File: config.mk
export PLATFORM = sky130hd
export DESIGN_NAME = ex_muldiv_unit
export DESIGN_NICKNAME = d
export VERILOG_FILES = /design/src/rtl/muldiv_pkg.sv /design/src/rtl/muldiv_datapath.sv /design/src/rtl/ex_muldiv_unit.sv
export SDC_FILE = /design/constraint.sdc
export NUM_CORES = 1
export LEC_CHECK = 0
export ABC_AREA = 0
export CAP_MARGIN = 40
export CORE_MARGIN = 5
export CORE_UTILIZATION = 40
export CTS_CLUSTER_DIAMETER = 50
export DETAILED_ROUTE_END_ITERATION = 8
export PLACE_DENSITY = 0.61
export SYNTH_ARGS = -nofsm -noshare
export SYNTH_HDL_FRONTEND = slang
export SYNTH_SLANG_ARGS = --single-unit
File: constraint.sdc
create_clock -name clk -period 7.3 [get_ports clk]
set_input_delay 1.46 -clock clk [delete_from_list [all_inputs] [get_ports clk]]
set_output_delay 1.46 -clock clk [all_outputs]
set_load 0.05 [all_outputs]
File: src/rtl/muldiv_pkg.sv
// Shared constants for the EX-stage multiply/divide unit and the ALU control decoder.
package muldiv_pkg;

  localparam int unsigned CNT_W = 6;

  localparam logic [3:0] ALU_MULT = 4'b1101;
  localparam logic [3:0] ALU_DIV  = 4'b1010;
  localparam logic [3:0] ALU_MFHI = 4'b1011;
  localparam logic [3:0] ALU_MFLO = 4'b1100;

  typedef enum logic [1:0] {
    ST_IDLE = 2'd0,
    ST_MUL  = 2'd1,
    ST_DIV  = 2'd2,
    ST_FIX  = 2'd3
  } md_state_e;

endpackage

File: src/rtl/muldiv_datapath.sv
// Shift-add multiplier, restoring divider and sign-fix logic for ex_muldiv_unit.
module muldiv_datapath
  import muldiv_pkg::*;
#(
  parameter int unsigned WIDTH = 32
) (
  input  logic             clk,
  input  logic             rst_n,
  input  logic             load,
  input  logic             load_div,
  input  logic             mul_step,
  input  logic             div_step,
  input  logic [WIDTH-1:0] rs,
  input  logic [WIDTH-1:0] rt,
  output logic             mul_last_c,
  output logic [WIDTH-1:0] hi_c,
  output logic [WIDTH-1:0] lo_c
);

  logic               neg_a_q, neg_a_d;
  logic               neg_b_q, neg_b_d;
  logic               div_q, div_d;
  logic [2*WIDTH-1:0] acc_q, acc_d;
  logic [2*WIDTH-1:0] mcand_q, mcand_d;
  logic [WIDTH-1:0]   mplier_q, mplier_d;
  logic [WIDTH-1:0]   rem_q, rem_d;
  logic [WIDTH-1:0]   quo_q, quo_d;
  logic [WIDTH-1:0]   dvsr_q, dvsr_d;

  logic [WIDTH-1:0]   abs_a, abs_b;
  logic [WIDTH:0]     shifted, diff;
  logic               ge;
  logic [2*WIDTH-1:0] prod;
  logic [WIDTH-1:0]   quo_s, rem_s;

  // Load / iterate
  always_comb begin
    abs_a    = rs[WIDTH-1] ? -rs : rs;
    abs_b    = rt[WIDTH-1] ? -rt : rt;
    shifted  = {rem_q, quo_q[WIDTH-1]};
    diff     = shifted - {1'b0, dvsr_q};
    ge       = shifted >= {1'b0, dvsr_q};

    neg_a_d  = neg_a_q;
    neg_b_d  = neg_b_q;
    div_d    = div_q;
    acc_d    = acc_q;
    mcand_d  = mcand_q;
    mplier_d = mplier_q;
    rem_d    = rem_q;
    quo_d    = quo_q;
    dvsr_d   = dvsr_q;

    if (load) begin
      neg_a_d  = rs[WIDTH-1];
      neg_b_d  = rt[WIDTH-1];
      div_d    = load_div;
      acc_d    = '0;
      mcand_d  = {{WIDTH{1'b0}}, abs_a};
      mplier_d = abs_b;
      rem_d    = '0;
      quo_d    = abs_a;
      dvsr_d   = abs_b;
    end else if (mul_step) begin
      if (mplier_q[0]) acc_d = acc_q + mcand_q;
      mcand_d  = mcand_q << 1;
      mplier_d = mplier_q >> 1;
    end else if (div_step) begin
      // remainder always stays below the divisor, so it fits in WIDTH bits
      rem_d = ge ? WIDTH'(diff) : WIDTH'(shifted);
      quo_d = {quo_q[WIDTH-2:0], ge};
    end
  end

  assign mul_last_c = (mplier_q >> 1) == '0;

  // Sign fix; a zero divisor yields all-ones quotient and the original dividend
  always_comb begin
    prod  = (neg_a_q ^ neg_b_q) ? -acc_q : acc_q;
    quo_s = (neg_a_q ^ neg_b_q) ? -quo_q : quo_q;
    rem_s = neg_a_q ? -rem_q : rem_q;
    hi_c  = prod[2*WIDTH-1:WIDTH];
    lo_c  = prod[WIDTH-1:0];
    if (div_q) begin
      hi_c = rem_s;
      lo_c = (dvsr_q == '0) ? {WIDTH{1'b1}} : quo_s;
    end
  end

  always_ff @(posedge clk or negedge rst_n) begin
    if (!rst_n) begin
      neg_a_q  <= 1'b0;
      neg_b_q  <= 1'b0;
      div_q    <= 1'b0;
      acc_q    <= '0;
      mcand_q  <= '0;
      mplier_q <= '0;
      rem_q    <= '0;
      quo_q    <= '0;
      dvsr_q   <= '0;
    end else begin
      neg_a_q  <= neg_a_d;
      neg_b_q  <= neg_b_d;
      div_q    <= div_d;
      acc_q    <= acc_d;
      mcand_q  <= mcand_d;
      mplier_q <= mplier_d;
      rem_q    <= rem_d;
      quo_q    <= quo_d;
      dvsr_q   <= dvsr_d;
    end
  end

endmodule

File: src/rtl/ex_muldiv_unit.sv
// EX-stage iterative signed multiply/divide unit owning HI/LO.
// Optional MULDIV_EARLY_OUT_EN: multiply finishes once the remaining multiplier is zero.
module ex_muldiv_unit
  import muldiv_pkg::*;
#(
  parameter int unsigned WIDTH = 32
) (
  input  logic             clk,
  input  logic             rst_n,
  input  logic             ex_valid,
  input  logic [3:0]       ex_alu_signal,
  input  logic [WIDTH-1:0] ex_rs_data,
  input  logic [WIDTH-1:0] ex_rt_data,
  input  logic             ex_flush,
  output logic             ex_stall,
  output logic [WIDTH-1:0] ex_hilo_result,
  output logic             ex_hilo_valid,
  output logic             ex_busy
);

`ifdef MULDIV_EARLY_OUT_EN
  localparam bit EARLY_EN = 1'b1;
`else
  localparam bit EARLY_EN = 1'b0;
`endif
  localparam logic [CNT_W-1:0] LAST_ITER = CNT_W'(WIDTH - 1);

  md_state_e        state_q, state_d;
  logic [CNT_W-1:0] cnt_q, cnt_d;
  logic [WIDTH-1:0] hi_q, hi_d, lo_q, lo_d;
  logic             busy_q, busy_d;

  logic             is_md, is_mf;
  logic             load, load_div, mul_step, div_step;
  logic             mul_last_c;
  logic [WIDTH-1:0] hi_c, lo_c;

  assign is_md    = ex_valid && (ex_alu_signal == ALU_MULT || ex_alu_signal == ALU_DIV);
  assign is_mf    = ex_valid && (ex_alu_signal == ALU_MFHI || ex_alu_signal == ALU_MFLO);
  assign load_div = (ex_alu_signal == ALU_DIV);

  assign ex_stall       = (is_md || is_mf) && (state_q != ST_IDLE);
  assign ex_hilo_valid  = is_mf && (state_q == ST_IDLE);
  assign ex_hilo_result = (ex_alu_signal == ALU_MFHI) ? hi_q : lo_q;
  assign ex_busy        = busy_q;

  muldiv_datapath #(.WIDTH(WIDTH)) u_datapath (
    .clk        (clk),
    .rst_n      (rst_n),
    .load       (load),
    .load_div   (load_div),
    .mul_step   (mul_step),
    .div_step   (div_step),
    .rs         (ex_rs_data),
    .rt         (ex_rt_data),
    .mul_last_c (mul_last_c),
    .hi_c       (hi_c),
    .lo_c       (lo_c)
  );

  // Next-state, counter and HI/LO update; flush overrides everything
  always_comb begin
    state_d  = state_q;
    cnt_d    = cnt_q;
    hi_d     = hi_q;
    lo_d     = lo_q;
    load     = 1'b0;
    mul_step = 1'b0;
    div_step = 1'b0;

    if (ex_flush) begin
      state_d = ST_IDLE;
      cnt_d   = '0;
    end else begin
      unique case (state_q)
        ST_IDLE: begin
          if (is_md) begin
            load    = 1'b1;
            cnt_d   = '0;
            state_d = load_div ? ST_DIV : ST_MUL;
          end
        end
        ST_MUL: begin
          mul_step = 1'b1;
          cnt_d    = cnt_q + CNT_W'(1);
          if (cnt_q == LAST_ITER || (EARLY_EN && mul_last_c)) state_d = ST_FIX;
        end
        ST_DIV: begin
          div_step = 1'b1;
          cnt_d    = cnt_q + CNT_W'(1);
          if (cnt_q == LAST_ITER) state_d = ST_FIX;
        end
        ST_FIX: begin
          hi_d    = hi_c;
          lo_d    = lo_c;
          state_d = ST_IDLE;
        end
        default: state_d = ST_IDLE;
      endcase
    end
    busy_d = (state_d != ST_IDLE);
  end

  always_ff @(posedge clk or negedge rst_n) begin
    if (!rst_n) begin
      state_q <= ST_IDLE;
      cnt_q   <= '0;
      hi_q    <= '0;
      lo_q    <= '0;
      busy_q  <= 1'b0;
    end else begin
      state_q <= state_d;
      cnt_q   <= cnt_d;
      hi_q    <= hi_d;
      lo_q    <= lo_d;
      busy_q  <= busy_d;
    end
  end

endmodule

Word level (Yosys, flattened, before mapping)
Index checks and enable logic that the tools add are counted.
- add/sub/neg operators: 8
- magnitude comparators: 1
- eq/ne operators: 10
- mux-type cells: 38
- bitwise logic cells: 2
- reductions and logical operators: 20
- operators with widths (cell ; number):
    $mux 32 ; 17
    $mux 64 ; 6
    $neg 32->32 ; 4
    $add 64x64->64 ; 1
    $neg 64->64 ; 1
    $ge 33x32->1 ; 1
    $logic_not 32->1 ; 1
    $sub 32x32->32 ; 1
    $eq 4x4->1 const B ; 4
    $mux 6 ; 2
    $pmux 6 s2 ; 1
    $reduce_bool 2->1 ; 5
    $mux 2 ; 4
    $reduce_and 2->1 ; 4
    $mux 1 ; 7
    $add 6x1->6 const B ; 1
    $eq 6x5->1 const B ; 1
    $pmux 2 s3 ; 1
    $eq 2x2->1 const B ; 2
    $logic_and 1x1->1 ; 4
    $logic_or 1x1->1 ; 3
    $ne 3x3->1 const B ; 1
    $reduce_bool 3->1 ; 1
    $eq 2x1->1 const B ; 1
    5 further kinds ; 5
- bits in registers: 332
- bits of input ports: 72
- output and inout bits: 35

Longest topological paths before layout
- depth in word-level cells: 8
- gate-level depth with buffers: 15
- depth with buffers taken out: 15

Cells and area by module
Synthesis repeated with hierarchy kept, for this count alone.
- cells, all modules: 2896
- area, all modules: 24487.2 µm²
- modules (own cells, without submodules) (module ; instances ; cells an instance ; area each (µm²) ; seq. area each (µm²)):
    muldiv_datapath ; 1 ; 2644 ; 21041.4 ; 6481.2
    ex_muldiv_unit ; 1 ; 252 ; 3445.8 ; 1826.8

Least setup slack after synthesis
OpenSTA, ideal clock, no wires.
- path type: in2reg
- start point: in ex_rt_data[4]
- end point: reg u_datapath.mplier_q[29]
- library setup time: 0.137 ns
- arrival time: 4.347 ns
- required time: 7.163 ns
- path slack: 2.816 ns
- stages: 9
- path buffers: 0
- cell sequence: or4_4 or4_4 or3_4 or3_4 or3_4 or4_4 o41ai_4 xor2_1 a21oi_1
- longest elaborated chain between the ends: 3
- ends and longest elaborated chain (item ; RTL line ; source):
    from (decl) ; ex_muldiv_unit.sv:13 ; input logic [WIDTH-1:0] ex_rt_data,
    $neg 32->32 ; muldiv_datapath.sv:39 ; abs_b = rt[WIDTH-1] ? -rt : rt;
    $mux 32 ; muldiv_datapath.sv:39 ;
    $mux 32 ; muldiv_datapath.sv:54 ; if (load) begin
    to (signal assigned) ; muldiv_datapath.sv:107 ; mplier_q <= mplier_d;
    to (decl) ; muldiv_datapath.sv:25 ; logic [WIDTH-1:0] mplier_q, mplier_d;
No other way between the ends.
A chain may end at the register's enable or synchronous reset.

Worst setup path after layout
- start point: in ex_alu_signal[1]
- end point: out ex_hilo_result[28]
- longest elaborated chain between the ends: 2
- ends and longest elaborated chain (item ; RTL line ; source):
    from (decl) ; ex_muldiv_unit.sv:11 ; input logic [3:0] ex_alu_signal,
    $eq 4x4->1 ; ex_muldiv_unit.sv:44 ; assign ex_hilo_result = (ex_alu_signal == ALU_MFHI) ? hi_q : lo_q;
    $mux 32 ; ex_muldiv_unit.sv:44 ;
    to (decl) ; ex_muldiv_unit.sv:16 ; output logic [WIDTH-1:0] ex_hilo_result,
No other way between the ends.

==> metrics.md <==
| Metric | Value |
|---|---|
| Commonest non-fill, non-tap cell in the layout | `nand2_1` |
| # clock sinks | `between 300 and 400` |
| Global-route wire length before repair | `120000 um` |
| Die width | `253 um` |
| Synthesized area | `0.0236 mm2` |
| Root Buffer Master | `clkbuf_16` |
| Power Density | `376 mW/mm2` |
| Gr ovfl total | `0` |
| Sequential share of the synthesized area | `roughly a third` |
| IO Pins | `107` |
| 1st-pass router iterations | `6` |
| Critical Path End Type | `output port` |
| Via density | `5.86` |
| Tcrit/Tclk final | `between 70% and 80%` |
| Die Span Y | `253 um` |
| Post-layout min period | `~5300 ps` |
| Leak pwr | `roughly 12 nW` |
| Final hold violations | `0` |
| HP Start | `lo_q[1]$_DFFE_PN0P_` |
| CTS buffer count | `51` |
| Drt wl/cell | `between 20 and 25 um` |
| Most Frequent Cell on Critical Path | `clkdlybuf4s50_1` |
| Cells after DPL | `between 3k and 4k` |
| Layout area overhead | `15.1%` |
| Number of global-route vias before repair | `a little over 20k` |
| Pin count of the biggest net entering global routing | `140` |
| Outcome | `finished clean` |
| Critical Path Source Type | `input port` |
| Initial core utilization | `40.2%` |
| Worst Path Arrival | `around 3900 ps` |
| PortBufs | `106` |
| Worst-path cell chain | `clkdlybuf4s50_1, nor2b_1, nand3_2, buf_4, mux2_2, clkdlybuf4s50_1` |
| Max IR drop VDD | `between 0.0002 and 0.00025 V` |
| # hold bufs at CTS | `0` |
| Postcts setup bufs | `0` |
| Rows | `89` |
| RSZ-0062 raised after global routing | `false` |
| Worst path required time | `5840 ps` |
| Fmax | `188 MHz` |
| Final setup fails | `0` |
| Syn Nets | `3061` |
| TritonCTS clock tree | `done` |
| Crit Path Class | `input port to output port` |
| Initial DRC count | `slightly above 2k` |
| Min-delay worst type | `register to register` |
| Critical path peak fanout | `32` |
| Clk slew on worst S/H paths | `60 ps` |
| Core area | `0.0587 mm2` |
| Vias | `21.7k` |
| R2r setup slk | `~2600 ps` |
| Synth Flop Type | `dfrtp_1` |
| R2R Path End | `hi_q[24]$_DFFE_PN0P_` |
| Layout cells sized above 1 | `6.61%` |
| Final #Nets | `3073` |
| Ys async rst share | `100%` |
| Wirelength, routed | `roughly 76000 um` |
| Final setup TNS | `0 ps` |
| Cell count after synthesis | `2882` |
| Tightest Pin Transition | `993 ps` |
| Antenna Nets Post-Route | `0` |
| Worst hold stages | `2` |
| Post-synth EDFFs | `0` |
| Post-Layout Cell Count | `3710` |
| CTS-repair resized insts | `0` |
| Max_slew headroom | `33.1%` |
| Max incr delay on CP | `700 ps` |
| Initial antenna violation count | `0` |
| Max Clock Skew | `25.1 ps` |
| Slowest cell on crit path | `clkdlybuf4s50_1` |
| Synthesized area per cell | `8.18 um2` |
| Tot GR Track Use | `a little under a quarter` |
| Placer Congestion | `0.937` |
| Hold path endpoint | `lo_q[1]$_DFFE_PN0P_` |
| Pins Over Slew Limit | `0` |
| DP HPWL | `roughly 57000 um` |
| Crit path from | `ex_alu_signal[1]` |
| Max-cap violations | `0` |
| RR Startpoint | `u_datapath.acc_q[6]$_DFFE_PN0P_` |
| DRC viols | `0` |
| Yosys cell types | `72` |
| Reg2Reg Depth | `11` |
| Seq cells post-synth | `approximately 330` |
| H-tree depth | `2` |
| Clock Path Buffers | `3` |
| Commonest cells after routing, fill and taps aside | `463 x nand2_1, 331 x dfrtp_1, 291 x a21oi_1` |
| Die area | `0.0639 mm2` |
| YS warnings | `0` |
| Worst skew pair latency | `610 ps` |
[synth_stat cells, types with 7 or more instances]
| master | number | area share (%) |
|---|---|---|
| or4_1 | 19 | 0.60 |
| a32oi_1 | 10 | 0.37 |
| or3_1 | 39 | 1.0 |
| nand2_1 | 464 | 7.4 |
| a211oi_1 | 37 | 1.2 |
| nor3_1 | 41 | 0.87 |
| nand3_1 | 47 | 1.0 |
| and3_1 | 42 | 1.1 |
| nand3b_1 | 8 | 0.25 |
| o31ai_1 | 50 | 1.6 |
| xnor2_1 | 122 | 4.5 |
| nand4_1 | 22 | 0.58 |
| or2_2 | 11 | 0.29 |
| o21bai_1 | 20 | 0.64 |
| a22oi_1 | 26 | 0.83 |
| buf_1 | 18 | 0.29 |
| o21a_1 | 9 | 0.29 |
| dfrtp_1 | 332 | 35 |
| and2_1 | 33 | 0.88 |
| nor3b_1 | 8 | 0.25 |
| o22ai_1 | 27 | 0.72 |
| clkbuf_1 | 159 | 2.5 |
| nor2_1 | 139 | 2.2 |
| a31oi_1 | 17 | 0.45 |
| a221o_1 | 11 | 0.47 |
| o21ai_0 | 284 | 6.0 |
| inv_1 | 64 | 1.0 |
| nand2b_1 | 19 | 0.50 |
| a21oi_1 | 291 | 6.2 |
| mux2i_1 | 48 | 2.0 |
| mux2_2 | 32 | 1.5 |
| o211ai_1 | 7 | 0.22 |
| nor2b_1 | 19 | 0.50 |
| o41ai_1 | 17 | 0.63 |
| xor2_1 | 134 | 5.0 |
| nor4_1 | 31 | 0.82 |
| a21o_1 | 49 | 1.6 |
| ha_1 | 105 | 5.6 |
[metrics by stage]
step | total power, W | hold WS (ps) | worst slack, ps | util [%] | area, um2
floorplan | 0.00602 | 433 | 2820 | - | 23600
global placement | 0.00759 | 464 | 2070 | 43.0 | 25300
detailed placement | 0.00769 | 463 | 2000 | 43.3 | 25400
CTS | 0.0102 | 481 | 2000 | 46.2 | 27100
global route | 0.0109 | 512 | 1890 | 46.2 | 27100
finish | 0.0102 | 474 | 1990 | 46.2 | 27100
[critical path: cells and delay by family]
family / cells / cell delay, ps
AND/OR/NAND/NOR: 2 / 300
multiplexers: 1 / 410
buffers and inverters: 3 / 1640
[cell type report]
cell class | instances | area, um2
multi-input cells | 2306 | 14500
flip-flops and latches | 332 | 8310
well taps | 773 | 967
diodes | 1 | 2.50
clock buffers | 63 | 1360
inverters | 65 | 244
fillers | 5620 | 31600
repair buffers | 138 | 1450
clock inverters | 32 | 344
[state kept, by name, indices dropped and copies added (netlist names)]
register and count:
u_datapath.quo_q 32, hi_q 32, u_datapath.acc_q 64, lo_q 32
u_datapath.rem_q 32, u_datapath.neg_a_q 1, u_datapath.dvsr_q 32, state_q 2
ex_busy 1, u_datapath.mplier_q 32, u_datapath.div_q 1, u_datapath.neg_b_q 1
cnt_q 6, u_datapath.mcand_q 64
[per-layer routing]
metal	track usage [%]	part of all wire [%]	vias up
li1	-	-	10379
met1	35.0	47	10539
met2	35.4	43	679
met3	2.99	6.2	141
met4	6.32	3.0	0
met5	0	0	-
[cell families after synthesis]
logic type	count (synthesis)	synth area share [%]
XOR/XNOR	256	9.51
AO/OA/AOI/OAI	903	23.0
multiplexers	80	3.57
adder cells (fa/ha/maj)	107	5.74
flip-flops	332	35.2
buffers and inverters	244	3.89
AND/OR/NAND/NOR	960	19.0
[power breakdown]
group / leakage, nW / total, W / switching (W) / internal [W]
combinational: 6.82 / 0.00484 / 0.00304 / 0.00180
clock: 0.823 / 0.00244 / 0.000975 / 0.00146
sequential: 4.40 / 0.00292 / 0.000592 / 0.00233
total: 12.0 / 0.0102 / 0.00461 / 0.00559
[how the worst max path moves through the flow]
stage                                                endpoint  slack (ps)  depth (start not counted)
after floorplan           u_datapath.mplier_q[29]$_DFFE_PN0P_        2820                          9
after global placement                     ex_hilo_result[24]        2070                          6
after detailed placement                   ex_hilo_result[28]        2000                          6
after CTS                                  ex_hilo_result[28]        2000                          6
after global routing                        ex_hilo_result[6]        1890                          6
final                                      ex_hilo_result[28]        1990                          6
Note: power is estimated with default switching activity, not from simulation.
